## config.mk

```make
export PLATFORM = sky130hd
export DESIGN_NAME = usb_serial_uart_phy
export DESIGN_NICKNAME = d
export VERILOG_FILES = /design/src/rtl/usb_serial_pkg.sv /design/src/rtl/usb_serial_sync_fifo.sv /design/src/rtl/usb_serial_uart_phy.sv
export SDC_FILE = /design/constraint.sdc
export NUM_CORES = 1
export LEC_CHECK = 0
export ABC_AREA = 1
export CORE_MARGIN = 2
export CORE_UTILIZATION = 60
export CTS_CLUSTER_SIZE = 14
export DETAILED_ROUTE_END_ITERATION = 12
export PLACE_DENSITY = 0.9
export SLEW_MARGIN = 20
export SYNTH_ARGS = -nofsm -noshare
export SYNTH_HDL_FRONTEND = slang
export SYNTH_SLANG_ARGS = --single-unit
```

## constraint.sdc

```tcl
create_clock -name clk -period 6.1 [get_ports clk]
set_input_delay 0.915 -clock clk [delete_from_list [all_inputs] [get_ports clk]]
set_output_delay 0.915 -clock clk [all_outputs]
set_load 0.05 [all_outputs]
```

## src/rtl/usb_serial_pkg.sv

```systemverilog
// ----------------------------------------------------------------------------
// usb_serial_pkg
//   Shared definitions for the USB CDC serial core's asynchronous-serial
//   front end: 8N1 frame constants, the common TX/RX FSM state encoding and
//   the bit-period calculation used to size the baud counters.
// ----------------------------------------------------------------------------
package usb_serial_pkg;

   localparam int   DATA_BITS   = 8;
   localparam logic START_LEVEL = 1'b0;
   localparam logic STOP_LEVEL  = 1'b1;

   // Both serial FSMs walk the same four phases of an 8N1 frame.
   typedef enum logic [1:0] {
      ST_IDLE  = 2'd0,
      ST_START = 2'd1,
      ST_DATA  = 2'd2,
      ST_STOP  = 2'd3
   } uart_state_t;

   // Clock cycles per serial bit, rounded to nearest.
   function automatic int clks_per_bit(input int clk_hz, input int baud);
      return (clk_hz + baud / 2) / baud;
   endfunction

endpackage

```

## src/rtl/usb_serial_sync_fifo.sv

```systemverilog
// ----------------------------------------------------------------------------
// usb_serial_sync_fifo
//   Single-clock first-word-fall-through FIFO. The head entry is presented on
//   pop_data whenever the FIFO is not empty (zero when empty).
//
//   Ports:
//     clk, reset          clock, synchronous active-high reset
//     flush               synchronous clear of pointers and occupancy
//     push, push_data     write request / data
//     pop                 consume head entry (ignored when empty)
//     pop_data            head entry
//     full, empty, count  status; count is $clog2(DEPTH)+1 bits wide
//
//   A push into a full FIFO is accepted only when a pop happens in the same
//   cycle, since that pop frees the slot being written.
// ----------------------------------------------------------------------------
module usb_serial_sync_fifo #(
   parameter int WIDTH = 8,
   parameter int DEPTH = 16
) (
   input  logic                       clk,
   input  logic                       reset,
   input  logic                       flush,
   input  logic                       push,
   input  logic [WIDTH-1:0]           push_data,
   input  logic                       pop,
   output logic [WIDTH-1:0]           pop_data,
   output logic                       full,
   output logic                       empty,
   output logic [$clog2(DEPTH):0]     count
);

   localparam int PTR_W = $clog2(DEPTH);
   localparam int CNT_W = $clog2(DEPTH) + 1;

   logic [WIDTH-1:0] mem_reg [DEPTH];
   logic [PTR_W-1:0] wr_ptr_reg;
   logic [PTR_W-1:0] rd_ptr_reg;
   logic [CNT_W-1:0] count_reg;

   logic pop_ok;
   logic push_ok;

   assign empty   = (count_reg == '0);
   assign full    = (count_reg == CNT_W'(DEPTH));
   assign count   = count_reg;
   assign pop_ok  = pop & ~empty;
   assign push_ok = push & (~full | pop_ok);

   // Head slot is only rewritten on push-into-empty or when full with a
   // simultaneous pop, so pop_data changes only on pop or push-into-empty.
   assign pop_data = empty ? '0 : mem_reg[rd_ptr_reg];

   always_ff @(posedge clk) begin
      if (push_ok) begin
         mem_reg[wr_ptr_reg] <= push_data;
      end
   end

   // DEPTH is a power of two, so the pointers wrap naturally.
   always_ff @(posedge clk) begin
      if (reset || flush) begin
         wr_ptr_reg <= '0;
         rd_ptr_reg <= '0;
         count_reg  <= '0;
      end else begin
         if (push_ok) begin
            wr_ptr_reg <= wr_ptr_reg + PTR_W'(1);
         end
         if (pop_ok) begin
            rd_ptr_reg <= rd_ptr_reg + PTR_W'(1);
         end
         case ({push_ok, pop_ok})
            2'b10:   count_reg <= count_reg + CNT_W'(1);
            2'b01:   count_reg <= count_reg - CNT_W'(1);
            default: count_reg <= count_reg;
         endcase
      end
   end

endmodule

```

## src/rtl/usb_serial_uart_phy.sv

```systemverilog
// ----------------------------------------------------------------------------
// usb_serial_uart_phy
//   8N1 asynchronous-serial front end for the USB CDC serial core.
//   TX: pops host bytes from the core's OUT pipe and shifts them out on tx.
//   RX: deserialises frames from rx into a FWFT FIFO feeding the IN pipe.
//
//   Ports:
//     clk, reset                      core clock, synchronous active-high reset
//     uart_out_data/_valid/_get       host byte in, one-cycle pop strobe out
//     uart_in_data/_valid/_ready      RX FIFO head toward host
//     uart_dtr                        host-connected flag
//     tx, rx                          serial pins (rx is asynchronous)
//     rx_frame_err, rx_overrun        one-cycle error pulses
//
//   Build option: define USB_SERIAL_UART_PHY_DTR_GATE_EN to gate TX pops and
//   RX pushes on uart_dtr and flush the RX FIFO when uart_dtr falls. When
//   undefined, uart_dtr is ignored.
//
//   CLKS_PER_BIT must be >= 4; RX_FIFO_DEPTH must be a power of two, 2..256.
// ----------------------------------------------------------------------------
module usb_serial_uart_phy
   import usb_serial_pkg::*;
#(
   parameter int CLK_HZ        = 48000000,
   parameter int BAUD          = 115200,
   parameter int RX_FIFO_DEPTH = 16
) (
   input  logic       clk,
   input  logic       reset,
   input  logic [7:0] uart_out_data,
   input  logic       uart_out_valid,
   output logic       uart_out_get,
   output logic [7:0] uart_in_data,
   output logic       uart_in_valid,
   input  logic       uart_in_ready,
   input  logic       uart_dtr,
   output logic       tx,
   input  logic       rx,
   output logic       rx_frame_err,
   output logic       rx_overrun
);

   localparam int CLKS_PER_BIT = clks_per_bit(CLK_HZ, BAUD);
   localparam int CNT_W        = $clog2(CLKS_PER_BIT);
   localparam logic [CNT_W-1:0] CNT_LAST = CNT_W'(CLKS_PER_BIT - 1);
   localparam logic [CNT_W-1:0] CNT_HALF = CNT_W'(CLKS_PER_BIT / 2 - 1);
   localparam logic [2:0]       BIT_LAST = 3'(DATA_BITS - 1);

   // ------------------------------------------------------------------
   // DTR gating
   // ------------------------------------------------------------------
   logic gate_open;
   logic fifo_flush;

`ifdef USB_SERIAL_UART_PHY_DTR_GATE_EN
   logic dtr_prev_reg;

   always_ff @(posedge clk) begin
      if (reset) begin
         dtr_prev_reg <= 1'b0;
      end else begin
         dtr_prev_reg <= uart_dtr;
      end
   end

   assign gate_open  = uart_dtr;
   assign fifo_flush = dtr_prev_reg & ~uart_dtr;
`else
   logic unused_dtr;

   assign unused_dtr = uart_dtr;
   assign gate_open  = 1'b1;
   assign fifo_flush = 1'b0;
`endif

   // ------------------------------------------------------------------
   // TX FSM
   // ------------------------------------------------------------------
   uart_state_t      tx_state_reg;
   logic [CNT_W-1:0] tx_cnt_reg;
   logic [2:0]       tx_bit_reg;
   logic [7:0]       tx_shift_reg;
   logic             tx_reg;
   logic             get_reg;

   // get_reg and tx_reg are registered: the pop strobe coincides with the
   // first cycle of the start bit, and the byte is latched on the same edge.
   always_ff @(posedge clk) begin
      if (reset) begin
         tx_state_reg <= ST_IDLE;
         tx_cnt_reg   <= '0;
         tx_bit_reg   <= '0;
         tx_shift_reg <= '0;
         tx_reg       <= STOP_LEVEL;
         get_reg      <= 1'b0;
      end else begin
         get_reg <= 1'b0;
         case (tx_state_reg)
            ST_IDLE: begin
               if (uart_out_valid && gate_open) begin
                  get_reg      <= 1'b1;
                  tx_shift_reg <= uart_out_data;
                  tx_reg       <= START_LEVEL;
                  tx_cnt_reg   <= CNT_LAST;
                  tx_state_reg <= ST_START;
               end
            end
            ST_START: begin
               if (tx_cnt_reg == '0) begin
                  tx_cnt_reg   <= CNT_LAST;
                  tx_bit_reg   <= '0;
                  tx_reg       <= tx_shift_reg[0];
                  tx_state_reg <= ST_DATA;
               end else begin
                  tx_cnt_reg <= tx_cnt_reg - CNT_W'(1);
               end
            end
            ST_DATA: begin
               if (tx_cnt_reg == '0) begin
                  tx_cnt_reg <= CNT_LAST;
                  if (tx_bit_reg == BIT_LAST) begin
                     tx_reg       <= STOP_LEVEL;
                     tx_state_reg <= ST_STOP;
                  end else begin
                     tx_bit_reg   <= tx_bit_reg + 3'd1;
                     tx_shift_reg <= tx_shift_reg >> 1;
                     tx_reg       <= tx_shift_reg[1];
                  end
               end else begin
                  tx_cnt_reg <= tx_cnt_reg - CNT_W'(1);
               end
            end
            ST_STOP: begin
               if (tx_cnt_reg == '0) begin
                  tx_state_reg <= ST_IDLE;
               end else begin
                  tx_cnt_reg <= tx_cnt_reg - CNT_W'(1);
               end
            end
            default: tx_state_reg <= ST_IDLE;
         endcase
      end
   end

   assign tx           = tx_reg;
   assign uart_out_get = get_reg;

   // ------------------------------------------------------------------
   // RX synchroniser, FSM and FIFO
   // ------------------------------------------------------------------
   logic rx_meta_reg;
   logic rx_s_reg;
   logic rx_prev_reg;

   always_ff @(posedge clk) begin
      if (reset) begin
         rx_meta_reg <= 1'b1;
         rx_s_reg    <= 1'b1;
         rx_prev_reg <= 1'b1;
      end else begin
         rx_meta_reg <= rx;
         rx_s_reg    <= rx_meta_reg;
         rx_prev_reg <= rx_s_reg;
      end
   end

   uart_state_t      rx_state_reg;
   logic [CNT_W-1:0] rx_cnt_reg;
   logic [2:0]       rx_bit_reg;
   logic [7:0]       rx_shift_reg;
   logic             frame_err_reg;
   logic             overrun_reg;

   logic                          fifo_push;
   logic                          fifo_full;
   logic                          fifo_empty;
   logic                          fifo_pop_ok;
   logic                          rx_good_stop;
   logic [$clog2(RX_FIFO_DEPTH):0] unused_fifo_count;

   assign rx_good_stop = (rx_state_reg == ST_STOP) && (rx_cnt_reg == '0)
                         && (rx_s_reg == STOP_LEVEL);
   assign fifo_push    = rx_good_stop & gate_open;
   assign fifo_pop_ok  = uart_in_ready & ~fifo_empty;

   always_ff @(posedge clk) begin
      if (reset) begin
         rx_state_reg  <= ST_IDLE;
         rx_cnt_reg    <= '0;
         rx_bit_reg    <= '0;
         rx_shift_reg  <= '0;
         frame_err_reg <= 1'b0;
         overrun_reg   <= 1'b0;
      end else begin
         frame_err_reg <= 1'b0;
         overrun_reg   <= 1'b0;
         case (rx_state_reg)
            ST_IDLE: begin
               // Edge rather than level, so a low stop bit that lingers
               // after a framing error is not taken as a new start.
               if (rx_prev_reg && !rx_s_reg) begin
                  rx_cnt_reg   <= CNT_HALF;
                  rx_state_reg <= ST_START;
               end
            end
            ST_START: begin
               if (rx_cnt_reg == '0) begin
                  if (rx_s_reg == START_LEVEL) begin
                     rx_cnt_reg   <= CNT_LAST;
                     rx_bit_reg   <= '0;
                     rx_state_reg <= ST_DATA;
                  end else begin
                     rx_state_reg <= ST_IDLE;   // glitch shorter than half a bit
                  end
               end else begin
                  rx_cnt_reg <= rx_cnt_reg - CNT_W'(1);
               end
            end
            ST_DATA: begin
               if (rx_cnt_reg == '0) begin
                  rx_shift_reg <= {rx_s_reg, rx_shift_reg[7:1]};
                  rx_cnt_reg   <= CNT_LAST;
                  if (rx_bit_reg == BIT_LAST) begin
                     rx_state_reg <= ST_STOP;
                  end else begin
                     rx_bit_reg <= rx_bit_reg + 3'd1;
                  end
               end else begin
                  rx_cnt_reg <= rx_cnt_reg - CNT_W'(1);
               end
            end
            ST_STOP: begin
               // Leave at mid-stop so a slightly fast sender's next start
               // edge is still seen.
               if (rx_cnt_reg == '0) begin
                  rx_state_reg <= ST_IDLE;
                  if (rx_s_reg != STOP_LEVEL) begin
                     frame_err_reg <= 1'b1;
                  end else if (gate_open && fifo_full && !fifo_pop_ok) begin
                     overrun_reg <= 1'b1;
                  end
               end else begin
                  rx_cnt_reg <= rx_cnt_reg - CNT_W'(1);
               end
            end
            default: rx_state_reg <= ST_IDLE;
         endcase
      end
   end

   usb_serial_sync_fifo #(
      .WIDTH (8),
      .DEPTH (RX_FIFO_DEPTH)
   ) u_rx_fifo (
      .clk       (clk),
      .reset     (reset),
      .flush     (fifo_flush),
      .push      (fifo_push),
      .push_data (rx_shift_reg),
      .pop       (uart_in_ready),
      .pop_data  (uart_in_data),
      .full      (fifo_full),
      .empty     (fifo_empty),
      .count     (unused_fifo_count)
   );

   assign uart_in_valid = ~fifo_empty;
   assign rx_frame_err  = frame_err_reg;
   assign rx_overrun    = overrun_reg;

endmodule

```

# After elaboration in Yosys (flattened, before gate mapping)
# Memory sizes are Yosys's and may differ from the RTL's. A register that Yosys moved wholly into a read port is not among the register bits.
# Index checks and enable logic that the tools add are counted.
# classes
n_reduce_logical	29
n_addsub	8
n_eq_ne	27
n_bitwise	9
muxes	50
# op_table
op	count
2-to-1 mux 9 bit	8
one-hot mux 9 bit (4 select lines)	1
2-to-1 mux 8 bit	4
!= test 2 bit, second input constant	14
one-hot mux 9 bit (3 select lines)	1
2-to-1 mux 2 bit	11
2-to-1 mux 3 bit	7
zero test 9 bit	2
subtractor 9 x 1 -> 9 bit, second input constant	2
one-hot mux 2 bit (4 select lines)	2
one-hot mux 8 bit (2 select lines)	1
AND reduction 5 bit	3
one-hot mux 3 bit (2 select lines)	2
AND reduction 4 bit	3
equality test 2 bit, second input constant	5
one-hot mux 5 bit (2 select lines)	1
2-to-1 mux 1 bit	9
adder 4 x 1 -> 4 bit, second input constant	2
2-to-1 mux 4 bit	2
nonzero test 2 bit	4
adder 3 x 1 -> 3 bit, second input constant	2
equality test 2 x 1 -> 1 bit, second input constant	3
equality test 3 bit, second input constant	2
inverter 1 bit	6
other kinds (18)	26
# word_totals
ram_bits	128
elab_cells	142
n_memories	1
reg_bits	64
# mem_list
name	words	width	rd	rd_clocked_by_memory_dff	write_ports	line	source
u_rx_fifo.mem_reg	16	8	1	1	1	usb_serial_sync_fifo.sv:36	logic [WIDTH-1:0] mem_reg [DEPTH];

# Depth between registers and ports, before layout
# logic_depth
depth_word	7
depth_mapped	19
depth_no_buf	18

# By module
# Synthesis repeated with hierarchy kept, for this count alone.
# unflattened
hier_cells	945
hier_area_um2	8917.3
# modules_own_cells
module	instances	cells_per_inst	seq_area_each_um2	area_per_inst_um2
usb_serial_sync_fifo	1	552	4184.0	6135.9
usb_serial_uart_phy	1	393	1021.0	2781.4

# Least setup slack after synthesis
# Ideal clock, no wire load.
# synth_timing
kind	input-to-reg
startpoint	in uart_in_ready
endpoint	reg u_rx_fifo.count_reg[4] (netlist: u_rx_fifo.count[4])
stages	17
path_slack_ps	3553
arrival_ps	2416
cell_sequence	nor2_1 nand3_1 nand2_1 nor2_4 inv_2 ha_1 clkbuf_2 xor2_1 ha_1 inv_1 nand2_1 nand3_1 nand2_1 nand2_1 nand2_1 nand2_1 a21oi_1
# synth_between
elab_chain_cells	5
# synth_rtl
element	line	source
start: declaration	usb_serial_uart_phy.sv:35	input logic uart_in_ready,
bitwise AND 1 bit *	usb_serial_sync_fifo.sv:47	assign pop_ok = pop & ~empty;
bitwise OR 1 bit	usb_serial_sync_fifo.sv:48	assign push_ok = push & (~full | pop_ok);
bitwise AND 1 bit	usb_serial_sync_fifo.sv:48	
equality test 2 x 1 -> 1 bit or equality test 2 bit (tied branches)	usb_serial_sync_fifo.sv:73	case ({push_ok, pop_ok})
one-hot mux 5 bit (2 select lines) or nonzero test 2 bit (tied branches)	-	
end signal: assignment	usb_serial_sync_fifo.sv:74	2'b10: count_reg <= count_reg + CNT_W'(1);
end signal: assignment	usb_serial_sync_fifo.sv:75	2'b01: count_reg <= count_reg - CNT_W'(1);
end signal: assignment	usb_serial_sync_fifo.sv:76	default: count_reg <= count_reg;
end: declaration	usb_serial_sync_fifo.sv:39	logic [CNT_W-1:0] count_reg;
# Mark *: on every way between the ends. The rest lies on a longest branch, timed or not.
# A chain may end at the register's enable or synchronous reset.

==> flow_summary_export.csv <==
group,metric,value,unit
final_layout,final_net_count,1030,
grt,grt_pass1_vias,6461,
sta,final.setup_skew,0.00923,ns
synthesis,ys.flop_type,"edfxtp_1",
critical_path,r2r_start,"rx_cnt_reg[0]",
routing,vias,6621,
clock_tree,cts_buffers,17,
synthesis,seq_area_frac_synth,58.7,%
synthesis,ys_seq_elements,196,
routing,drc,0,
placement,portBuffers,25,
synthesis,postSynth.asyncResetShare,0,%
floorplanning,die_w,126,um
critical_path,arrival,3.62,ns
sta,setup_viol,0,
clock_tree,htree_num_levels,4,
worst_hold_path,worstHoldPathCells,1,
floorplanning,rows,44,
floorplanning,dieArea,0.0158,mm^2
clock_tree,cts.clk_slew.worst_paths,0.06,ns
outcome,status,"complete, no violations",
placement,place_hpwl,11500,um
sta,fmax,220,MHz
worst_hold_path,min_to,"rx_s_reg",
sta,hold_viol,0,
worst_hold_path,min_from,"rx_meta_reg",
sta,max_slew_margin,28.2,%
pwr,p_leak,3.99,nW
synthesis,synth_nets,1018,
synthesis,syn_area,0.00887,mm^2
critical_path,rr_worst_depth,18,
synthesis,avgSynthCellArea,9.05,um^2
final_layout,fillers,1101,
final_layout,n_antenna_cell,0,
routing,drtAntennaViolNets,0,
routing,drtIter0Drc,640,
clock_tree,hold_buffers,0,
clock_tree,cts_tree,"done",
critical_path,end_kind,"output pin",
worst_hold_path,hold_path_class,"reg2reg",
final_layout,drive_gt1_share,5.47,%
sta,rsz0062_at_grt,"no",
clock_tree,post-cts-setup-buffer-count,0,
critical_path,crit_fanout,65,
grt,overflow,0,
critical_path,cp-start-kind,"flop",
grt,antenna_found_initial,0,
routing,avgViaCountPerCell,5.57,
grt,grt_max_degree,66,
final_layout,largest_reg_flops,128,
floorplanning,die_y,126,um
placement,place_congestion,0.888,
clock_tree,cts.repair.resized,0,
floorplanning,ios,27,
synthesis,synthDistinctLibCells,35,
synthesis,synth_edf_count,128,
final_layout,multi_input_area,0.00320,mm^2
final_layout,syn2layout_area_growth,9.78,%
clock_tree,root_buffer,"clkbuf_16",
clock_tree,clkLatencyLatePin,0.44,ns
synthesis,yosysWarnings,0,
pwr,ir_drop,0.475,mV
sta,maxSlewViolCount,0,
clock_tree,clkSinkCount,196,
critical_path,critical_path.reg2reg.endpoint,"u_rx_fifo.count[4]",
final_layout,regArea,0.00521,mm^2
floorplanning,fp.coreArea,0.0145,mm^2
pwr,power.density,483,mW/mm^2
clock_tree,clockBufferDepth,2,
sta,timing.hold.ws,0.409,ns
critical_path,critPathKind,"reg2out",
sta,tightest_slew,1.08,ns
sta,tns,0,ns
sta,finalCritPeriodShare,74.4,%
critical_path,crit_required,5.18,ns
run,maxCapViolations,0,
synthesis,syn_inst,980,
routing,drt-total-wl,17900,um
floorplanning,initial_core_util,61.3,%
routing,dr.pass1.iters,7,
grt,track_usage,23.7,%
sta,fin_crit,4.54,ns
routing,wl_per_cell,15.1,um
critical_path,ff2ff_setup_slack,3.41,ns
grt,grt_pass1_wl,29800,um
-- how the worst max path moves through the flow --
stage                     depth (start not counted)  slack [ns]            endpoint     startpoint
after global placement                            8        2.14     uart_in_data[3]           flop
final                                             8        1.56     uart_in_data[3]           flop
after detailed placement                          8        2.07     uart_in_data[3]           flop
after floorplan                                  17        3.55  u_rx_fifo.count[4]  uart_in_ready
after global routing                              8        1.40     uart_in_data[6]           flop
after CTS                                         8        1.59     uart_in_data[3]           flop
-- placed cells by master, fill, tap and decap left out, drive strengths merged --
cell | synthesis | final
a211oi | 1 | 1
a21boi | 1 | 1
a21oi | 48 | 48
a31oi | 2 | 2
and2 | 1 | 1
buf | 20 | 4
clkbuf | 16 | 22
clkdlybuf4s50 | 0 | 25
clkinv | 1 | 4
clkinvlp | 0 | 3
dfxtp | 68 | 68
edfxtp | 128 | 128
ha | 24 | 24
inv | 79 | 83
nand2 | 280 | 280
nand3 | 137 | 137
nand3b | 3 | 3
nand4 | 3 | 3
nor2 | 104 | 104
nor3 | 8 | 8
nor4 | 1 | 1
o21a | 9 | 9
o21ai | 36 | 36
or2 | 3 | 3
xnor2 | 2 | 2
xor2 | 5 | 5
-- layout make-up --
type	count	share of cell area, %
Sequential cell	196	53.5
Tap cell	184	2.36
Inverter	80	3.08
Timing Repair Buffer	29	2.88
Multi-Input combinational cell	668	32.8
Clock inverter	10	0.797
Clock buffer	22	4.56
-- stage by stage --
stage               utilization, %  setup slack (ns)  instances  instance area (um^2)  power [mW]
floorplan                        -              3.55        980                  8870        3.23
global route                  67.2              1.40       1189                  9740        5.00
CTS                           67.2              1.59       1189                  9740        4.70
detailed placement            63.6              2.07       1157                  9210        3.71
finish                        67.2              1.56       1189                  9740        4.70
global placement              63.6              2.14       1157                  9210        3.63
-- kinds of logic after synthesis --
group	after synthesis	synth area share (%)
simple gates	540	26.2
flops	196	58.7
xor+xnor	7	0.691
compound gates	97	5.81
buf+inv	116	5.26
fa+ha+maj	24	3.39
-- where the power goes --
| group | total [mW] | switching (mW) | internal [mW] | leakage (nW) |
|---|---|---|---|---|
| Combinational | 2.04 | 1.39 | 0.654 | 1.94 |
| Sequential | 1.66 | 0.111 | 1.55 | 1.80 |
| Clock | 1.00 | 0.476 | 0.526 | 0.245 |
-- worst max-delay path, stage by stage (launching register included) --
cell and delay [ns]:
dfxtp_2 0.31, buf_4 0.31, inv_2 0.87, nand2_1 0.12, nand3_1 0.16, nand3_1 0.10, a21oi_1 0.31, o21a_1 0.16
clkdlybuf4s50_1 0.79
-- layer usage --
layer | GRT usage [%] | part of all wire (%) | up-vias
met5 | 0 | 0 | -
met1 | 28.8 | 40 | 3049
met2 | 41.4 | 51 | 246
met3 | 5.26 | 6.1 | 40
li1 | - | - | 3286
met4 | 8.56 | 2.4 | 0
-- cells in the mapped netlist (9+ instances only) --
master / instances / share of area, %
buf_2: 15 / 0.85
ha_1: 24 / 3.4
inv_1: 74 / 3.1
dfxtp_1: 68 / 15
o21ai_0: 36 / 2.0
edfxtp_1: 128 / 43
nand3_1: 134 / 7.6
nand2_1: 273 / 12
nor2_1: 98 / 4.1
clkbuf_1: 15 / 0.63
a21oi_1: 48 / 2.7
o21a_1: 9 / 0.76
(Power assumes the default switching activity.)
